[src/rtl/sel_toggle_bank.sv]
// rtl/sel_toggle_bank.sv - per-channel select/arm/toggle bank with 2-stage handshake pipeline
//
// Purpose:
//   CHANNELS independent toggle bits. Each channel picks one of 2**SEL_W data
//   bits with its select field, ANDs it with the shared arm, and toggles its
//   state bit when the result is 1. Inputs are taken with a valid/ready
//   handshake into stage 1. Stage 2 applies the toggle and bumps a saturating
//   per-channel counter. A low en synchronously loads state and flushes the pipe.
//
// Optional feature (macro PARITY_OUT_EN):
//   Adds output `parity`, the registered XOR of the state vector, written
//   whenever state is written.
//
// Ports:
//   ck          in   clock, rising edge
//   rst_n       in   asynchronous active-low reset
//   en          in   0 = synchronous load/flush, 1 = run
//   load_val    in   [CHANNELS]            state loaded while en=0
//   arm         in   global qualifier for every selected bit
//   in_valid    in   sel/data/arm valid this cycle
//   in_ready    out  input accepted this cycle
//   sel         in   [CHANNELS*SEL_W]      channel i uses [i*SEL_W +: SEL_W]
//   data        in   [CHANNELS*2**SEL_W]   channel i uses [i*2**SEL_W +: 2**SEL_W]
//   stall       in   downstream backpressure, holds stage 2
//   state       out  [CHANNELS]            toggle state bits
//   toggle_cnt  out  [CHANNELS*CNT_W]      saturating per-channel toggle counts
//   out_valid   out  one-cycle pulse when state/toggle_cnt were updated
//   parity      out  (PARITY_OUT_EN only) XOR of state
module sel_toggle_bank #(
  parameter int CHANNELS = 4,
  parameter int SEL_W    = 4,
  parameter int CNT_W    = 8
) (
  input  logic                           ck,
  input  logic                           rst_n,
  input  logic                           en,
  input  logic [CHANNELS-1:0]            load_val,
  input  logic                           arm,
  input  logic                           in_valid,
  output logic                           in_ready,
  input  logic [CHANNELS*SEL_W-1:0]      sel,
  input  logic [CHANNELS*(2**SEL_W)-1:0] data,
  input  logic                           stall,
  output logic [CHANNELS-1:0]            state,
  output logic [CHANNELS*CNT_W-1:0]      toggle_cnt,
  output logic                           out_valid
`ifdef PARITY_OUT_EN
  ,
  output logic                           parity
`endif
);

  localparam int DW = 2**SEL_W;
  localparam logic [CNT_W-1:0] CNT_MAX = '1;

  logic                s1_valid;
  logic [CHANNELS-1:0] s1_bits;
  logic [CHANNELS-1:0] new_bits;
  logic                accept;
  logic                consume;
  logic [CNT_W-1:0]    cnt_q [CHANNELS];

  // Ready is forced low during reset; a stalled stage 1 only blocks when full.
  assign in_ready = rst_n & en & (~s1_valid | ~stall);
  assign accept   = in_valid & in_ready;
  assign consume  = s1_valid & ~stall & en;

  for (genvar g = 0; g < CHANNELS; g++) begin : g_ch
    logic [DW-1:0]    d_slice;
    logic [SEL_W-1:0] s_slice;
    assign d_slice     = data[g*DW +: DW];
    assign s_slice     = sel[g*SEL_W +: SEL_W];
    assign new_bits[g] = arm & d_slice[s_slice];
    assign toggle_cnt[g*CNT_W +: CNT_W] = cnt_q[g];
  end

  always_ff @(posedge ck or negedge rst_n) begin
    if (!rst_n) begin
      state     <= '0;
      s1_valid  <= 1'b0;
      s1_bits   <= '0;
      out_valid <= 1'b0;
      for (int i = 0; i < CHANNELS; i++) cnt_q[i] <= '0;
`ifdef PARITY_OUT_EN
      parity    <= 1'b0;
`endif
    end else if (!en) begin
      // Load/flush wins over everything; any pending or same-cycle token is dropped.
      state     <= load_val;
      s1_valid  <= 1'b0;
      out_valid <= 1'b0;
      for (int i = 0; i < CHANNELS; i++) cnt_q[i] <= '0;
`ifdef PARITY_OUT_EN
      parity    <= ^load_val;
`endif
    end else begin
      // Stage 1: a new accept overwrites a token being consumed this same edge.
      if (accept) begin
        s1_bits  <= new_bits;
        s1_valid <= 1'b1;
      end else if (consume) begin
        s1_valid <= 1'b0;
      end

      // Stage 2: apply toggles, counters stick at all-ones.
      out_valid <= consume;
      if (consume) begin
        state <= state ^ s1_bits;
        for (int i = 0; i < CHANNELS; i++) begin
          if (s1_bits[i] && (cnt_q[i] != CNT_MAX)) cnt_q[i] <= cnt_q[i] + 1'b1;
        end
`ifdef PARITY_OUT_EN
        parity <= ^(state ^ s1_bits);
`endif
      end
    end
  end

endmodule
[config.mk]
export PLATFORM = sky130hd
export DESIGN_NAME = sel_toggle_bank
export DESIGN_NICKNAME = d
export VERILOG_FILES = /design/src/rtl/sel_toggle_bank.sv
export SDC_FILE = /design/constraint.sdc
export NUM_CORES = 1
export LEC_CHECK = 0
export BUFFER_PORTS_ARGS = -buffer_cell sky130_fd_sc_hd__buf_2
export CAP_MARGIN = 20
export CORE_MARGIN = 2
export CORE_UTILIZATION = 47
export CTS_CLUSTER_DIAMETER = 100
export DETAILED_ROUTE_END_ITERATION = 8
export PLACE_DENSITY = 0.8
export SLEW_MARGIN = 10
export SYNTH_ARGS = -nofsm -noshare
export SYNTH_HDL_FRONTEND = slang
export SYNTH_SLANG_ARGS = --single-unit
export TNS_END_PERCENT = 50
[constraint.sdc]
create_clock -name ck -period 1.7 [get_ports ck]
set_input_delay 0.085 -clock ck [delete_from_list [all_inputs] [get_ports ck]]
set_output_delay 0.085 -clock ck [all_outputs]
set_load 0.02 [all_outputs]
Word-level counts from Yosys, hierarchy flattened
Index checks and enable logic that the tools add are counted.

Reduce and logical (&&, ||, !) cells: 9. Muxes and demuxes: 20. Equal/unequal tests: 10. $lt $le $gt $ge: 4. Add/sub/neg operators: 4. Bitwise logic cells: 13.

Operator list (number): two-way mux 32 bit (2); adder 8 x 1 -> 8 bit, second input constant (4); two-way mux 8 bit (4); inequality test 8 bit, second input constant (4); < comparator 4 x 5 -> 1 bit, second input constant (4); binary-select mux 1 bit (select 4 bit) (4); inequality test 2 x 1 -> 1 bit, second input constant (5); AND reduction 2 bit (5); bitwise AND 1 bit (9); two-way mux 1 bit (8); two-way mux 4 bit (2); logical AND 1 bit (4); bitwise XOR 4 bit (1); inequality test 3 x 1 -> 1 bit, second input constant (1); inverter 1 bit (2); bitwise OR 1 bit (1).

Register bits: 42. Logic and storage cells: 68. Output and inout bits: 38. Input bits: 90.

Logic depth before layout (Yosys ltp)
Word-level depth: 6. Mapped depth: 6.

Worst setup path before layout
No wires, ideal clock.

Path type: reg-to-reg. Start: register cnt_q (netlist bit toggle_cnt[16]). End: register cnt_q (netlist bit toggle_cnt[21]). Data required time: 1.622 ns. Arrival time: 1.552 ns. Setup time: 0.078 ns. Buffers on the path: 0. Stages on the path, launching flop included: 6. Path slack: 0.070 ns. Cell sequence: dfrtp_1 -> ha_1 -> nand3_1 -> o21ai_4 -> or4_1 -> a21oi_1.

Longest elaborated chain between the ends: 4. Elaborated cells on any way between the ends: 8.

Ends and longest elaborated chain: start, declared (line 61) `logic [CNT_W-1:0] cnt_q [CHANNELS];`; adder 8 x 1 -> 8 bit or inequality test 8 bit (tied branches) (line 110) `if (s1_bits[i] && (cnt_q[i] != CNT_MAX)) cnt_q[i] <= cnt_q[i] + 1'b1;`; two-way mux 8 bit or logical AND 1 bit (tied branches) (line 110); two-way mux 32 bit or inequality test 2 x 1 -> 1 bit (tied branches); two-way mux 32 bit or AND reduction 2 bit (tied branches).

Several ways; a longest one is shown, not always the timed one. The select of a mux whose other input is x is not followed. A chain may end at the register's enable or synchronous reset.

Final worst setup path
Start: register cnt_q (netlist bit toggle_cnt[16]). End: register cnt_q (netlist bit toggle_cnt[23]).

The elaborated chain is that of the path after synthesis.

==> out/metrics.yaml <==
fmax_mhz: 617
hold_ws_ns: 0.0326
syn_area_per_cell_sq_um: 9.75
rsz0062_at_grt: "true"
grt_antenna_before_repair: 0
finalCriticalPeriod_ns: 1.62
ys_warn_count: 0
die_h_um: 80.1
ys_ff_latch: 42
start_util: 0.491
yosysUniqueCellTypes: 48
grt_usage: 0.218
drt-total-wl_um: 6950
grt_start_max_net_pins: 36
hold-path-endpoint: "out_valid"
fp.coreArea_sq_mm: 0.00554
dp_hpwl_um: 5470
comb_power_share: 0.166
cellInternalPower_mw: 1.63
finClkSkew_ns: 0.00457
relSlewSlack: 0.702
rr_worst_depth: 5
worst_ep_required_time_ns: 1.92
cp.arrival_ns: 1.84
power_frac_seq: 0.489
synth-main-ff-cell: "dfrtp_1"
slew_violations: 0
fin_util: 0.642
finalSetupViolCount: 0
numCtsBuffers: 5
syn_to_final_growth_pct: 30.8
switching_share: 0.244
crit_path_end_kind: "register"
cp_slowest_cell: "or4_1"
synthArstFlopShare: 1.00
period_share: 0.953
tritoncts: "yes"
cp_cell_sequence: "ha_1 > nand3_1 > o21ai_4 > or4_1 > a21oi_2"
drt-initial-drc-count: 138
rrSetupSlack_ns: 0.08
viasPerCell: 5.59
power-per-cell-area_mw_per_mm2: 605
hold_violations: 0
hold_path.startpoint: "stall"
ant_nets: 0
worstMarginPinSlew_ns: 0.446
min_path_type: "primary input to register"
io_buffers: 127
drc: 0
r2r_end: "toggle_cnt[23]"
cpLargestDelayFamily: "simple AND/OR/NAND/NOR gates"
clockPowerShare: 0.345
cts_htree_levels: 2
diodes: 0
clk_pin_slew_ns: 0.08
vias: 2681
clock_path_buffers: 2
timing.critical_path.buf_inv: 0
synth-edff-count: 0
drive_above_1_share: 0.390
final_nets: 501
gp_congestion: 0.831
cts.sinks: 42
min_path_cells: 2
dr.pass1.iters: 4
grt_pass1_wl_um: 11100
leakagePower_nw: 1.73
start_kind: "register"
die_area_sq_mm: 0.00641
cap_violations: 0
outcome: "complete, no violations"
critical_path_peak_fanout: 6
pin_count: 128
synth_nets: 373
wire_per_inst_um: 14.5
totalPowerFinal_mw: 2.15
setup-tns-final_ns: 0
ir_worst_vdd_mv: 0.321
rr_startpoint: "toggle_cnt[16]"
criticalPathCategory: "register to register"
rows: 27
netlist_instances: 279
grt_pass1_vias: 2480
postCtsSetupBuffers: 0
grt_overflow: 0
syn_area_sq_mm: 0.00272
insertion_delay_ns: 0.29
max_stage_delay_ns: 0.49
clock-root-buffer: "clkbuf_8"
p_sw_uw: 526
die_w_um: 80.1
seq_area_frac_synth: 0.386
==> power groups by stage <==
stage	combinational, mW	sequential [mW]	clock (mW)
final	0.357	1.05	0.743
after global routing	0.399	1.06	0.804
after CTS	0.360	1.05	0.767
after detailed placement	0.357	1.07	0
after global placement	0.352	1.07	0
after floorplan	0.171	1.08	0
==> registers in the layout (all words and copies together), names as in the netlist <==
register	flops
out_valid	1
s1_bits	4
s1_valid	1
state	4
toggle_cnt	32
==> per-stage QoR <==
step	cells	area, sq um	worst slack, ns
2_1_floorplan	279	2720	0.0700
3_3_place_gp	471	3430	0.160
3_5_place_dp	471	3430	0.105
4_1_cts	480	3550	0.0776
5_1_grt	480	3560	-0.0146
6_report	480	3560	0.0800
==> worst register-to-register path: stages, from the launching register on <==
cell and delay [ns]:
dfrtp_1 0.42, ha_1 0.26, nand3_1 0.13, o21ai_4 0.08, or4_1 0.49, a21oi_2 0.16
==> how the worst max path moves through the flow <==
stage / cells after the start / startpoint / end
6_report: 5 / toggle_cnt[16] / toggle_cnt[23]
3_5_place_dp: 5 / toggle_cnt[16] / toggle_cnt[23]
3_3_place_gp: 5 / toggle_cnt[16] / toggle_cnt[21]
5_1_grt: 5 / toggle_cnt[16] / toggle_cnt[23]
2_1_floorplan: 5 / toggle_cnt[16] / toggle_cnt[21]
4_1_cts: 5 / toggle_cnt[16] / toggle_cnt[23]
==> logic make-up (layout without fill, tap and decap cells) <==
family                   after synthesis  after routing  synth area share
multiplexers                          29             29             0.146
AO/OA/AOI/OAI                         56             56             0.152
XOR/XNOR                              20             20            0.0644
AND/OR/NAND/NOR                      107            107             0.200
flip-flops                            42             42             0.386
adder cells (fa/ha/maj)                4              4            0.0184
buffers and inverters                 21            150            0.0336
==> per-layer routing <==
layer  wire, um  vias to the layer above  track usage  part of all wire
li1           -                     1305            -                 -
met1       2880                     1251        0.270              0.41
met2       3490                      113        0.384              0.50
met3        496                       12       0.0472             0.071
met4         90                        0       0.0559             0.013
met5          0                        -            0                 0
==> layout by cell type, fill, tap and decap left out, types with 3 or more instances in the layout <==
master and count:
a311oi_1 3, a211oi_1 3, a21oi_1 9, nand3_1 11, ha_1 4, o211ai_1 5
buf_2 127, buf_4 6, xor2_1 12, or4_1 3, o31ai_1 4, xnor2_1 8
nor3_1 6, a221o_1 4, nand2b_1 4, clkbuf_8 8, and4_1 4, dfrtp_1 42
a31oi_1 5, inv_1 8, nor2b_1 3, o21ai_0 9, nand2_1 17, nor2_1 35
nand4_1 9, mux2_2 5, and3_1 3, mux4_2 8, mux2i_1 16
==> repair_timing <==
action / 4_1_cts / 5_1_grt
gates resized for setup: 0 / 2
hold endpoints to repair: 7 / 0
hold buffers: 1 / 0
endpoints found under the setup margin: 0 / 2
==> cell type report <==
class,count,area [sq um]
clock buffer,8,110
fill,471,1980
inverter,8,30.0
multi-input combinational,216,1590
sequential,42,1050
tap,72,90.1
timing repair buffer,134,691
==> cells in the mapped netlist, types with 4 or more instances <==
cell | count | share of area
ha_1 | 4 | 0.018
mux2i_1 | 16 | 0.059
a221o_1 | 4 | 0.015
xnor2_1 | 8 | 0.026
nor2_1 | 35 | 0.048
nor3_1 | 6 | 0.011
o211ai_1 | 5 | 0.014
xor2_1 | 12 | 0.039
nand2b_1 | 4 | 0.0092
mux2_2 | 5 | 0.021
o31ai_1 | 4 | 0.011
nand4_1 | 9 | 0.021
mux4_2 | 8 | 0.066
inv_1 | 8 | 0.011
a21oi_1 | 10 | 0.018
nand3_1 | 11 | 0.020
dfrtp_1 | 42 | 0.39
a31oi_1 | 5 | 0.011
and4_1 | 4 | 0.013
nand2_1 | 17 | 0.023
clkbuf_1 | 7 | 0.0097
o21ai_0 | 9 | 0.017
(Power assumes the default switching activity.)
